**config.mk**
```make
export PLATFORM = sky130hd
export DESIGN_NAME = gray_decoder_monitor
export DESIGN_NICKNAME = d
export VERILOG_FILES = /design/src/rtl/gray_decoder_monitor_pkg.sv /design/src/rtl/gray_decoder_monitor_gray2bin.sv /design/src/rtl/gray_decoder_monitor.sv
export SDC_FILE = /design/constraint.sdc
export NUM_CORES = 1
export LEC_CHECK = 0
export ABC_AREA = 1
export BUFFER_PORTS_ARGS = -buffer_cell sky130_fd_sc_hd__buf_4
export CAP_MARGIN = 10
export CORE_ASPECT_RATIO = 1.4
export CORE_UTILIZATION = 40
export CTS_CLUSTER_DIAMETER = 120
export DETAILED_ROUTE_END_ITERATION = 16
export GPL_ROUTABILITY_DRIVEN = 0
export GPL_TIMING_DRIVEN = 0
export PLACE_DENSITY = 0.68
export SYNTH_ARGS = -nofsm -noshare
export SYNTH_HDL_FRONTEND = slang
export SYNTH_SLANG_ARGS = --single-unit
```
**constraint.sdc**
```tcl
create_clock -name clk -period 4.4 [get_ports clk]
set_clock_uncertainty 0.1 [all_clocks]
set_input_delay 0.22 -clock clk [delete_from_list [all_inputs] [get_ports clk]]
set_output_delay 0.22 -clock clk [all_outputs]
set_load 0.02 [all_outputs]
```
**src/rtl/gray_decoder_monitor_pkg.sv**
```systemverilog
// Shared types and defaults for the gray-code stream monitor.
package gray_decoder_monitor_pkg;

  localparam int unsigned DefaultWidth = 5;

  // Monitor FSM: no baseline, acquiring lock, locked, one-cycle fault.
  typedef enum logic [1:0] {
    StIdle    = 2'd0,
    StAcquire = 2'd1,
    StLocked  = 2'd2,
    StFault   = 2'd3
  } state_e;

endpackage

```
**src/rtl/gray_decoder_monitor_gray2bin.sv**
```systemverilog
// Combinational gray-to-binary decoder: each binary bit is the XOR of all
// gray bits at and above its position.
module gray_decoder_monitor_gray2bin
  import gray_decoder_monitor_pkg::*;
#(
  parameter int unsigned WIDTH = DefaultWidth
) (
  input  logic [WIDTH-1:0] gray_i,
  output logic [WIDTH-1:0] bin_o
);

  // Reduction XOR of the upper slice avoids a self-referencing prefix chain.
  for (genvar i = 0; i < WIDTH; i++) begin : g_bit
    assign bin_o[i] = ^gray_i[WIDTH-1:i];
  end

endmodule

```
**src/rtl/gray_decoder_monitor.sv**
```systemverilog
// Gray-coded count stream monitor: decodes each sample, checks +1 steps on
// enabled cycles and holds on disabled cycles, and tracks lock and errors.
module gray_decoder_monitor
  import gray_decoder_monitor_pkg::*;
#(
  parameter int unsigned WIDTH      = DefaultWidth,
  parameter int unsigned LOCK_COUNT = 2,
  parameter int unsigned ERR_CNT_W  = 8
) (
  input  logic                 clk,
  input  logic                 reset,
  input  logic                 enable,
  input  logic [WIDTH-1:0]     gray_in,
  output logic [WIDTH-1:0]     binary_out,
  output logic                 valid_out,
  output logic                 locked,
  output logic                 step_err,
  output logic                 err,
  output logic [ERR_CNT_W-1:0] err_count
);

  localparam int unsigned GoodW = (LOCK_COUNT < 1) ? 1 : $clog2(LOCK_COUNT + 1);

  state_e                 state_q;
  logic [WIDTH-1:0]       bin_cur;
  logic [WIDTH-1:0]       bin_inc;
  logic [WIDTH-1:0]       prev_gray_q;
  logic [WIDTH-1:0]       prev_bin_q;
  logic [GoodW-1:0]       good_cnt_q;
  logic [GoodW-1:0]       good_inc;
  logic [WIDTH-1:0]       binary_out_q;
  logic                   valid_q;
  logic                   step_err_q;
  logic                   err_q;
  logic [ERR_CNT_W-1:0]   err_count_q;
  logic                   step_ok;

  gray_decoder_monitor_gray2bin #(
    .WIDTH (WIDTH)
  ) u_gray2bin (
    .gray_i (gray_in),
    .bin_o  (bin_cur)
  );

  assign bin_inc  = prev_bin_q + WIDTH'(1);
  assign good_inc = good_cnt_q + GoodW'(1);

  // Step check against the previous sample: +1 (with wrap) when enabled, hold otherwise.
  always_comb begin
    step_ok = 1'b0;
    if (enable) begin
      step_ok = (bin_cur == bin_inc);
    end else begin
      step_ok = (gray_in == prev_gray_q);
    end
  end

  // Sample registers, FSM and error counters.
  always_ff @(posedge clk) begin
    if (reset) begin
      state_q      <= StIdle;
      prev_gray_q  <= '0;
      prev_bin_q   <= '0;
      good_cnt_q   <= '0;
      binary_out_q <= '0;
      valid_q      <= 1'b0;
      step_err_q   <= 1'b0;
      err_q        <= 1'b0;
      err_count_q  <= '0;
    end else begin
      valid_q     <= enable;
      step_err_q  <= 1'b0;
      // History re-baselines on every sample, good or bad.
      prev_gray_q <= gray_in;
      prev_bin_q  <= bin_cur;
      if (enable) begin
        binary_out_q <= bin_cur;
      end
      unique case (state_q)
        StIdle: begin
          if (enable) begin
            state_q    <= StAcquire;
            good_cnt_q <= '0;
          end
        end
        StAcquire: begin
          if (!step_ok) begin
            good_cnt_q <= '0;
          end else if (enable) begin
            if (32'(good_inc) >= LOCK_COUNT) begin
              state_q    <= StLocked;
              good_cnt_q <= '0;
            end else begin
              good_cnt_q <= good_inc;
            end
          end
        end
        StLocked: begin
          if (!step_ok) begin
            state_q    <= StFault;
            step_err_q <= 1'b1;
            err_q      <= 1'b1;
            if (err_count_q != '1) begin
              err_count_q <= err_count_q + ERR_CNT_W'(1);
            end
          end
        end
        StFault: begin
          state_q    <= StAcquire;
          good_cnt_q <= '0;
        end
        default: begin
          state_q <= StIdle;
        end
      endcase
    end
  end

  assign binary_out = binary_out_q;
  assign valid_out  = valid_q;
  assign locked     = (state_q == StLocked);
  assign step_err   = step_err_q;
  assign err        = err_q;
  assign err_count  = err_count_q;

endmodule

```
### Word-level counts from Yosys, hierarchy flattened

Index checks and enable logic that the tools add are counted.

* add/subtract/negate cells: 3
* $mul: 0
* div/mod/pow operators: 0
* magnitude comparators: 1
* equal/unequal tests: 12
* shift-type cells: 0
* mux-type cells: 13
* bitwise gates (word level): 2
* reduce and logical (&&, ||, !) cells: 11

Operators with widths (count)
* $mux W2: 9
* $eq A5 B5 Y1: 2
* $ne A2 B2 Y1 const B: 5
* $add A8 B1 Y8 const B: 1
* $ne A8 B8 Y1 const B: 1
* $pmux W2 S4: 1
* $pmux W2 S3: 1
* $reduce_and A3 Y1: 2
* $add A5 B1 Y5 const B: 1
* $reduce_and A5 Y1: 1
* $reduce_xor A5 Y1: 1
* $eq A2 B2 Y1 const B: 2
* $reduce_xor A4 Y1: 1
* $ne A3 B3 Y1 const B: 1
* $reduce_bool A3 Y1: 1
* $reduce_xor A3 Y1: 1
* $add A2 B1 Y2 const B: 1
* $eq A2 B1 Y1 const B: 1
* $ge A2 B2 Y1 const B: 1
* $logic_not A2 Y1: 1
* $mux W1: 2
* $not A1 Y1: 2
* $reduce_and A2 Y1: 1
* $reduce_or A2 Y1: 1
* $reduce_xor A2 Y1: 1

* flip-flop bits (word level): 30
* bits in latches: 0
* RAM bits: 0
* memory bits (read-only): 0
* output and inout port bits: 17
* logic and storage cells: 51
* memories: 0

### Depth between registers and ports, before layout

Gate-level depths: netlist of run 1.

* word-level depth: 6
* mapped depth: 17
* mapped depth without buffers: 17

### By module

A second synthesis of run 1 with hierarchy kept.

* cell total of the unflattened synthesis: 233
* area, all modules: 1617.8 µm²

By module, submodules not included
* gray_decoder_monitor: instances 1, cells an instance 206, area an instance 1483.9 µm², sequential area each 600.6 µm²
* gray_decoder_monitor_gray2bin: instances 1, cells an instance 27, area an instance 133.9 µm², sequential area each 0.0 µm²

### Least setup slack after synthesis of run 1

No wires, ideal clock.

* path type: flip-flop to flip-flop
* start: register err_count_q[0], in the netlist err_count[0]
* end: register err_count_q[0], in the netlist err_count[0]
* setup time: 0.125 ns
* data arrival time: 1.690 ns
* required time: 4.175 ns
* slack: 2.484 ns
* cell stages (with the launch flop): 7
* buffers on the path: 0
* clock period less this slack: 1.916 ns
* path through: dfxtp_1 > ha_1 > nand4_1 > nand3b_1 > nand2_8 > xor2_1 > nor2_2

* longest elaborated chain between the ends: 2

Ends and longest elaborated chain
* start, declared: RTL line gray_decoder_monitor.sv:35 `logic [ERR_CNT_W-1:0] err_count_q;`
* start signal, assigned: RTL line gray_decoder_monitor.sv:104 `err_count_q <= err_count_q + ERR_CNT_W'(1);`
* branches (longest 2 deep; another with $add A8 B1 Y8)

Parallel ways; which one is timed is not known.
A chain may end at the register's enable or synchronous reset.

### Worst setup path in the final report of run 1

* start: register prev_bin_q[0]
* end: register err_count_q[0], in the netlist err_count[0]

* longest elaborated chain between the ends: 5

Ends and longest elaborated chain
* start, declared: RTL line gray_decoder_monitor.sv:28 `logic [WIDTH-1:0] prev_bin_q;`
* start signal, assigned: RTL line gray_decoder_monitor.sv:75 `prev_bin_q <= bin_cur;`
* $add A5 B1 Y5: RTL line gray_decoder_monitor.sv:45 `assign bin_inc = prev_bin_q + WIDTH'(1);`
* $eq A5 B5 Y1: RTL line gray_decoder_monitor.sv:52 `step_ok = (bin_cur == bin_inc);`
* $mux W1: RTL line gray_decoder_monitor.sv:51 `if (enable) begin`
* $not A1 Y1 (no source line)
* $reduce_and A3 Y1 (no source line)

No other way between the ends.

==> summary.txt, run 1 <==
Worst hold path type - input pin to flip-flop
Die area - 4050 sq um
Port bufs - 24
Hold_sp - gray_in[1]
CTS max path bufs - 2
Worst-margin pin slew - 501 ps
Core Rows - 26
First-pass GRT wire length - 5220 microns
Starting density of the core - 41.7%
Post-placement cell count - 277
Worst Hold Depth - 3
CTS resizes - 0
Hold EP - prev_gray_q[1]$_SDFF_PP0_
Critical Path Most Common Cell - nor2_1
Mapped Nets - 225
DRT iter0 DRCs - 36
Buf+Inv Stages, Crit Path - 0
# hold bufs at CTS - 0
Detail Route Antenna Nets - 0
Total CTS buffers - 5
Vias in the first global route - 1296
VDD IR max - 0.253 mV
Maxcap violations - 0
Share of post-route cells with drive strength above 1 - 19.4%
Avg Cell Area, Syn - 7.20 sq um
Post-synth ARST share - 0%
Routed length on met3 - 114 microns
RR Endpoint - err_count[0]$_SDFFE_PP0P_
Yosys warning total - 0
Syn Inst Count - 211
Final hold vios - 0
TNS Setup - 0 ps
Grt total ovfl - 0
Initial antenna violation count - 0
CP endpoint kind - flip-flop
Vias post-DR - 1382
Clock latency on the worst-skew pair - 280 ps
CTS tree - built
FF+latch count, synth - 29
Slowest stage delay, CP - 400 ps
Pwr dens - 411 nW/um^2
EDFF count, synth - 0
H-tree level count - 2
Largest net degree at the start of global routing - 11
Core ar. - 3640 sq um
Register area share after synthesis - 38.2%
Number of I/O pins - 25
Status - completed
Clock Pin Slew Worst Setup and Hold Paths - 60 ps
Layout Nets - 256
Die Y - 74.9 microns
Drt total wl - 3030 microns
Finished Layout Cells - 284
Worst reg-to-reg setup slack - 2340 ps
Met2 WL - 1490 microns
# fillers - 375
Root Driver - clkbuf_8
# diodes - 0
Synth cell types - 28
Crit path max fanout - 8
Final min period - 2060 ps
Setup CP Type - flip-flop to flip-flop
Area Overhead vs Synth - 21.0%
Startpoint Class - flip-flop
Top cells by count, synth - nand2_1 (53), dfxtp_1 (29), nor2_1 (26)
Leakage power - 0.000873 uW
Ys flop type - dfxtp_1
Top cells by area, synth - dfxtp_1 (38%), nand2_1 (13%), nor2_1 (6.4%), nand3_1 (5.9%), ha_1 (4.9%)
Synth area leader - dfxtp_1
Worst R2R Start - prev_bin_q[0]$_SDFF_PP0_
FMAX - 485 MHz
RSZ-0062 raised after global routing - no
WP depth - 13
1st-pass router iterations - 4
Synth top area share - 38.2%
Most frequent cell after synthesis - nand2_1
CP cell instances - ha_1 -> nand2_1 -> nor2_1 -> nor2_1 -> nor2_1 -> nand3_1 -> nor2_2 -> nand2_2 -> nand2_4 -> nor2_8 -> nand2_8 -> xor2_1 -> nor2_2
Routed len/inst - 10.7 microns
Tot GR Track Use - 18.0%
Worst slew margin - 66.6%
Slew Viols, Final - 0
Critical Path RT - 4460 ps
WP data arrival - 2120 ps
Via-per-instance ratio - 4.87
Mapped Area - 1520 sq um
CP top delay family - simple AND/OR/NAND/NOR gates
Top sig layer - met4
Period utilisation layout - 46.9%
Count of final setup violators - 0
Crit-path slowest cell - dfxtp_1
# DRC - 0
Die X - 54.1 microns
Clk sinks - 29
Wl on met1 - 1360 microns
Setup bufs post-CTS - 0
Placed wire-length estimate - 2280 microns
R2R cell count - 13
-- worst register-to-register path, delay by kind of cell, from the launching register on --
family	cells	cell delay [ps]
XOR/XNOR	1	200
adder cells (fa/ha/maj)	1	260
flip-flops	1	400
AND/OR/NAND/NOR	11	1000
-- flip-flops by register name, indices dropped and copies added, names as in the netlist --
register and cells:
binary_out 5, err 1, err_count 8, good_cnt_q 2, prev_bin_q 4, prev_gray_q 5
state_q 2, step_err 1, valid_out 1
-- routing by layer --
layer | vias to the layer above | GRT usage (%)
met3 | 5 | 4.85
met5 | - | 0
met4 | 0 | 10.8
met1 | 613 | 18.7
li1 | 734 | -
met2 | 30 | 31.4
-- cells in the final DEF (no fill, tap or decap), types with 3 or more instances in the layout --
cell / instances
a21oi_1: 10
buf_4: 24
clkbuf_1: 4
clkbuf_8: 6
dfxtp_1: 29
ha_1: 6
inv_1: 17
inv_2: 3
nand2_1: 53
nand2_2: 7
nand3_1: 18
nand4_1: 4
nor2_1: 26
nor3_1: 3
o21ai_0: 7
xor2_1: 7
-- power breakdown --
| part | internal [uW] | switching [uW] | total [uW] |
|---|---|---|---|
| Clock | 124 | 95.2 | 219 |
| Combinational | 89.6 | 134 | 224 |
| Sequential | 292 | 20.1 | 313 |
| Total | 506 | 249 | 755 |
-- stage by stage --
stage / power, uW / util [%] / worst slack, ps / hold WS [ps] / instance area, sq um
2_1_floorplan: 481 / - / 2480 / 242 / 1520
3_3_place_gp: 541 / 48.1 / 2360 / 340 / 1750
3_5_place_dp: 543 / 48.1 / 2360 / 348 / 1750
4_1_cts: 765 / 50.5 / 2330 / 103 / 1840
5_1_grt: 812 / 50.5 / 2150 / 132 / 1840
6_report: 755 / 50.5 / 2340 / 106 / 1840
-- worst max-delay path by stage --
| stage | to | from |
|---|---|---|
| 3_5_place_dp | err_count[0]$_SDFFE_PP0P_ | prev_bin_q[0]$_SDFF_PP0_ |
| 3_3_place_gp | err_count[0]$_SDFFE_PP0P_ | prev_bin_q[0]$_SDFF_PP0_ |
| 4_1_cts | err_count[0]$_SDFFE_PP0P_ | prev_bin_q[0]$_SDFF_PP0_ |
| 2_1_floorplan | err_count[0]$_SDFFE_PP0P_ | err_count[0]$_SDFFE_PP0P_ |
| 6_report | err_count[0]$_SDFFE_PP0P_ | prev_bin_q[0]$_SDFF_PP0_ |
| 5_1_grt | err_count[0]$_SDFFE_PP0P_ | prev_bin_q[0]$_SDFF_PP0_ |
-- final cells by class --
class | instances | area, sq um | share of cell area [%]
clock buffer | 7 | 86.3 | 4.69
multi-input combinational | 158 | 850 | 46.2
timing repair buffer | 24 | 180 | 9.80
tap | 42 | 52.6 | 2.86
buffer | 3 | 11.3 | 0.612
sequential | 29 | 581 | 31.6
inverter | 21 | 78.8 | 4.29
-- cell families after synthesis --
family                   synth area share [%]
AND/OR/NAND/NOR                          37.8
flip-flops                               38.2
buffers and inverters                    5.93
AO/OA/AOI/OAI                            7.98
XOR/XNOR                                 5.19
adder cells (fa/ha/maj)                  4.94
Note: power is estimated with default switching activity, not from simulation.
==> run 2: changes to the inputs <==
Settings changed: ABC_AREA 1 to 0.
Clock period 4.4 ns to 1.9 ns, I/O delays scaled along.
==> run 2 against run 1 <==
  * Critical path type unchanged
  * Total power increased by 140%
  * Routed wire length increased by 24%
  * Combinational power is 130% higher
  * First-iteration DRC count down 72%
  * Synthesized cell count decreased by 21%
  * Final cell count down 15%
  * The run now ends with negative setup slack left
  * Largest cell class unchanged
  * Largest power group unchanged
  * Highest routed layer unchanged
  * Design area up 8.1%
  * Via count down 4.6%
  * Critical path depth shrank 4
  * Die area fell by 0.39%
  * Sequential share of layout area fell by 2.1 points
==> summary.txt, run 2 <==
Vias in the first global route - 1338 (+3.2%)
FMAX - 421 MHz (-13%)
Startpoint Class - flip-flop
DRT iter0 DRCs - 10 (-72%)
R2R cell count - 9 (-4)
Largest net degree at the start of global routing - 11 (unchanged)
Status - complete, but fails checks
Drt total wl - 3770 microns (+24%)
# diodes - 0 (unchanged)
FF+latch count, synth - 29 (unchanged)
Setup CP Type - flip-flop to flip-flop
Pwr dens - 917 nW/um^2 (+120%)
Commonest non-fill, non-tap cell in the layout - dfxtp_1
Final Hold Slack - 21.9 ps (-84.2 ps)
Critical Path RT - 2010 ps (-2450 ps)
Commonest cells after routing, fill and taps aside - dfxtp_1 (27), buf_4 (25), nor2_1 (14)
CP endpoint kind - flip-flop
Leakage power - 0.000784 uW (-10%)
Mapped Area - 1510 sq um (-0.41%)
Maxcap violations - 0 (unchanged)
Setup ws final - -476 ps (-2810 ps)
Root Driver - clkbuf_8
TNS Setup - -5140 ps (-5140 ps)
Routed len/inst - 15.6 microns (+46%)
Max reg flops - 8 (unchanged)
Ys flop type - dfxtp_1
Synth cell types - 43 (+54%)
Syn Inst Count - 166 (-21%)
Vias post-DR - 1319 (-4.6%)
Final Total Pwr - 1820 uW (+140%)
Slew Viols, Final - 0 (unchanged)
1st-pass router iterations - 4 (unchanged)
Initial antenna violation count - 0 (unchanged)
# fillers - 333 (-11%)
RSZ-0062 raised after global routing - yes
Register area share after synthesis - 38.3% (+0.16 points)
Tot GR Track Use - 20.6% (+2.6 points)
Number of I/O pins - 25 (unchanged)
First-pass GRT wire length - 5930 microns (+13%)
Pre-CTS WS - -538 ps (-2900 ps)
Crit path max fanout - 6 (-2)
Post-synth ARST share - 0% (unchanged)
WP data arrival - 2480 ps (+360 ps)
# DRC - 0 (unchanged)
VDD IR max - 0.922 mV (+260%)
Clock latency on the worst-skew pair - 290 ps (about the same)
Starting density of the core - 41.6% (-0.17 points)
Detail Route Antenna Nets - 0 (unchanged)
Die Y - 74.8 microns (-0.20%)
Clk sinks - 29 (unchanged)
CTS max path bufs - 2 (unchanged)
Layout Nets - 214 (-16%)
Mapped Nets - 180 (-20%)
Avg Cell Area, Syn - 9.12 sq um (+27%)
Count of final setup violators - 13 (+13)
Core ar. - 3640 sq um (unchanged)
Final min period - 2380 ps (+314 ps)
Top cells by count, synth - dfxtp_1 (29), nor2_1 (14), a21oi_1 (11)
Clock Pin Slew Worst Setup and Hold Paths - 60 ps (about the same)
Synth top area share - 38.3% (+0.16 points)
Worst-margin pin slew - 560 ps (+58.7 ps)
Via-per-instance ratio - 5.45 (+12%)
Final hold vios - 0 (unchanged)
Port bufs - 21 (-13%)
Period utilisation layout - 125% (+78 points)
Area Overhead vs Synth - 31.3%
Share of post-route cells with drive strength above 1 - 29.5% (+10 points)
EDFF count, synth - 0 (unchanged)
Failing checks - negative setup slack
Worst slew margin - 62.5% (-4.1 points)
Core Rows - 26 (unchanged)
Die area - 4040 sq um (-0.39%)
CTS tree - built
Total CTS buffers - 5 (unchanged)
Placed wire-length estimate - 2610 microns (+15%)
Die X - 54.0 microns (-0.19%)
Worst Hold Depth - 3 (unchanged)
H-tree level count - 2 (unchanged)
Yosys warning total - 0 (unchanged)
Placed Area - 1750 sq um (-0.14%)
Top cells by area, synth - dfxtp_1 (38%), ha_1 (5.0%), xnor2_1 (4.6%), xor2_1 (4.0%), a21oi_1 (3.6%)
Grt total ovfl - 0 (unchanged)
Synth area leader - dfxtp_1
Most frequent cell after synthesis - dfxtp_1
Worst hold path type - input pin to flip-flop
Post-route design area - 1990 sq um (+8.1%)
## run 2: timing repair
| item | 4_1_cts | 5_1_grt |
|---|---|---|
| hold endpoints to repair | 2 | 0 |
| pin swaps | 4 | 2 |
| buffers inserted | 4 | 0 |
| resized for setup | 9 | 5 |
| hold buffers | 2 | 0 |
| endpoints found under the setup margin | 13 | 13 |
## run 2: layout make-up
type | count | area, sq um | share of cell area (%)
timing repair buffer | 27 | 208 | 10.4
inverter | 9 | 33.8 | 1.70
multi-input combinational | 118 | 947 | 47.6
tap | 42 | 52.6 | 2.64
sequential | 29 | 586 | 29.5
buffer | 10 | 57.6 | 2.89
clock inverter | 2 | 35.0 | 1.76
clock buffer | 5 | 68.8 | 3.46
## run 2: cells by family (layout without fill, tap and decap cells)
family | count (synthesis) | in the layout | synth area share [%]
and+or+nand+nor | 58 | 58 | 21.6
buffers and inverters | 19 | 53 | 6.03
muxes | 5 | 5 | 3.72
DFF | 29 | 29 | 38.3
xor gates and xnor gates | 17 | 17 | 10.8
AOI/OAI and AO/OA | 32 | 32 | 14.5
adders and majority gates | 6 | 6 | 4.96
## run 2: per-stage QoR
stage,util (%),std cells
2_1_floorplan,-,166
3_3_place_gp,48.0,229
3_5_place_dp,48.0,229
4_1_cts,53.5,242
5_1_grt,54.6,242
6_report,54.6,242
## run 2: worst paths after layout
check	start	endpoint	slack, ps
setup / recovery	prev_bin_q[0]$_SDFF_PP0_	state_q[1]$_SDFFE_PP0P_	-480
hold / removal	gray_in[4]	binary_out[4]$_SDFFE_PP0P_	20
setup reg to reg	prev_bin_q[0]$_SDFF_PP0_	state_q[1]$_SDFFE_PP0P_	-480
hold reg to reg	good_cnt_q[1]$_SDFFE_PP0P_	good_cnt_q[1]$_SDFFE_PP0P_	360
## run 2: metal layers
layer | track usage (%) | vias to the layer above | wire (microns)
met5 | 0 | - | 0
li1 | - | 653 | -
met2 | 37.0 | 30 | 2030
met1 | 20.9 | 628 | 1510
met4 | 9.40 | 0 | 68
met3 | 7.07 | 8 | 160
## run 2: worst max-delay path: stages, from the launching register on
cell and delay, ps:
dfxtp_4 350, ha_4 160, xnor2_2 130, xnor2_1 200, buf_4 160, o2111ai_4 110, a2111oi_4 460, buf_6 190
mux2i_2 250, mux2i_1 190
## run 2: where the power goes
part | switching [uW] | internal (uW) | leakage (uW)
registers | 40.0 | 661 | 0.000239
clock network | 229 | 380 | 0.0000540
logic | 287 | 227 | 0.000491
total | 555 | 1270 | 0.000784
==> run 3: changes to the inputs <==
Settings changed: BUFFER_PORTS_ARGS -buffer_cell sky130_fd_sc_hd__buf_4 to default, DONT_BUFFER_PORTS from default to 1, MAX_ROUTING_LAYER from default to met4, PLACE_DENSITY 0.68 to 0.62.
==> run 3 against run 2 <==
  * The run still ends with negative setup slack left
  * Combinational power fell by 22%
  * Global-route usage fell by 0.32 points
  * Clock power rose by 8.4%
  * First-iteration DRC count rose to 2.5 times the previous value
  * Design area fell by 8.4%
==> summary.txt, run 3 (synthesis gave the netlist of run 2 again) <==
Status - complete, but fails checks
Failing checks - negative setup slack
Final min period - 2320 ps (-60.5 ps)
Die Y - 74.8 microns (unchanged)
# diodes - 0 (unchanged)
Clk sinks - 29 (unchanged)
CP cell instances - ha_4 -> xnor2_4 -> xnor2_2 -> or3_4 -> a2111oi_4 -> buf_6 -> mux2i_2 -> mux2i_1
Die X - 54.0 microns (unchanged)
Layout Nets - 194 (-9.3%)
Final hold vios - 0 (unchanged)
Crit-path slowest cell - dfxtp_4
CTS tree - built
Detail Route Antenna Nets - 0 (unchanged)
Slew Viols, Final - 0 (unchanged)
H-tree level count - 2 (unchanged)
Worst slew margin - 63.6% (+1.1 points)
Final Total Pwr - 1800 uW (-1.5%)
Max reg flops - 8 (unchanged)
Vias in the first global route - 1332 (-0.45%)
1st-pass router iterations - 5 (+1)
Worst Hold Depth - 2 (-1)
Pre-CTS WS - -545 ps (-6.81 ps)
Commonest non-fill, non-tap cell in the layout - dfxtp_1
Clock Pin Slew Worst Setup and Hold Paths - 60 ps (about the same)
Clock latency on the worst-skew pair - 280 ps (about the same)
Hold_sp - gray_in[3]
CP endpoint kind - flip-flop
Via-per-instance ratio - 5.57 (+2.2%)
Pwr dens - 986 nW/um^2 (+7.5%)
Worst-margin pin slew - 546 ps (-14.0 ps)
FMAX - 432 MHz (+2.6%)
Maxcap violations - 0 (unchanged)
WP data arrival - 2420 ps (-60 ps)
Port bufs - 0 (-100%)
Tot GR Track Use - 20.3% (-0.32 points)
RR Endpoint - state_q[1]$_SDFFE_PP0P_
Number of I/O pins - 25 (unchanged)
First-pass GRT wire length - 5630 microns (-5.0%)
CP top delay family - multiplexers
Area Overhead vs Synth - 20.3%
Core Rows - 26 (unchanged)
Slowest stage delay, CP - 370 ps (-90 ps)
Critical Path RT - 2000 ps (about the same)
Period utilisation layout - 122% (-3.2 points)
Drt total wl - 3400 microns (-9.8%)
Routed len/inst - 15.2 microns (-2.2%)
Buf+Inv Stages, Crit Path - 1 (-1)
Setup ws final - -416 ps (+60.5 ps)
RSZ-0062 raised after global routing - yes
Hold EP - prev_bin_q[3]$_SDFF_PP0_
CTS max path bufs - 2 (unchanged)
Grt total ovfl - 0 (unchanged)
Largest net degree at the start of global routing - 11 (unchanged)
Count of final setup violators - 13 (unchanged)
# DRC - 0 (unchanged)
Worst hold path type - input pin to flip-flop
VDD IR max - 0.595 mV (-35%)
Startpoint Class - flip-flop
DRT iter0 DRCs - 25 (+15)
Leakage power - 0.000671 uW (-14%)
Worst reg-to-reg setup slack - -420 ps (+60 ps)
Commonest cells after routing, fill and taps aside - dfxtp_1 (28), nor2_1 (14), a21oi_1 (11)
Vias post-DR - 1242 (-5.8%)
Crit path max fanout - 6 (unchanged)
Placed wire-length estimate - 2370 microns (-9.2%)
Starting density of the core - 41.6% (unchanged)
Die area - 4040 sq um (unchanged)
Setup CP Type - flip-flop to flip-flop
Share of post-route cells with drive strength above 1 - 17.7% (-12 points)
Root Driver - clkbuf_8
Total CTS buffers - 5 (unchanged)
Worst R2R Start - prev_bin_q[0]$_SDFF_PP0_
Core ar. - 3640 sq um (unchanged)
Initial antenna violation count - 0 (unchanged)
R2R cell count - 8 (-1)
[run 3: cell types whose count changed in the layout (fill, tap and decap cells not counted), sizes merged]
cell,delta
clkinv,-1
dlygate4sd3,+2
buf,-22
clkbuf,+2
[run 3: what timing repair did]
item | in CTS | in global routing
setup endpoints to repair | 13 | 13
gates resized for setup | 4 | 5
buffers inserted | 3 | 0
hold buffers | 4 | 0
hold endpoints to repair | 6 | 0
pin swaps | 4 | 3
[run 3: how the worst max path moves through the flow]
stage	slack, ps	depth (start not counted)	start	end
after global placement	-500	9	prev_bin_q[0]$_SDFF_PP0_	err$_SDFFE_PP0P_
after detailed placement	-550	8	prev_bin_q[0]$_SDFF_PP0_	state_q[1]$_SDFFE_PP0P_
after floorplan	-330	9	prev_bin_q[0]$_SDFF_PP0_	err$_SDFFE_PP0P_
after global routing	-520	8	prev_bin_q[0]$_SDFF_PP0_	state_q[1]$_SDFFE_PP0P_
final	-420	8	prev_bin_q[0]$_SDFF_PP0_	state_q[1]$_SDFFE_PP0P_
after CTS	-460	8	prev_bin_q[0]$_SDFF_PP0_	state_q[1]$_SDFFE_PP0P_
[run 3: routing by layer]
layer | up-vias | GRT usage (%) | wire, microns
met2 | 34 | 33.2 | 1690
met3 | 11 | 5.66 | 202
met5 | - | - | 0
met4 | 0 | 13.7 | 96
met1 | 577 | 20.6 | 1410
li1 | 620 | - | -
[run 3: power by group]
part	switching, uW	internal [uW]
clock	233	427
combinational	222	181
sequential	73.6	660
total	528	1270
[run 3: cell type report]
cell class / instances / area, sq um
Timing Repair Buffer: 7 / 62.6
Buffer: 10 / 57.6
Tap cell: 42 / 52.6
Inverter: 9 / 33.8
Sequential cell: 29 / 584
Fill cell: 356 / 1820
Clock buffer: 7 / 86.3
Clock inverter: 1 / 30.0
Multi-Input combinational cell: 118 / 915
[run 3: stage by stage]
stage	cell area, sq um	instances	TNS, ps	util (%)	hold slack [ps]
finish	1820	223	-4560	50.0	32.2
global route	1820	223	-5880	50.0	41.7
CTS	1790	223	-5080	49.0	27.4
detailed placement	1590	208	-6040	43.7	140
global placement	1590	208	-5460	43.7	126
floorplan	1540	166	-3220	-	123
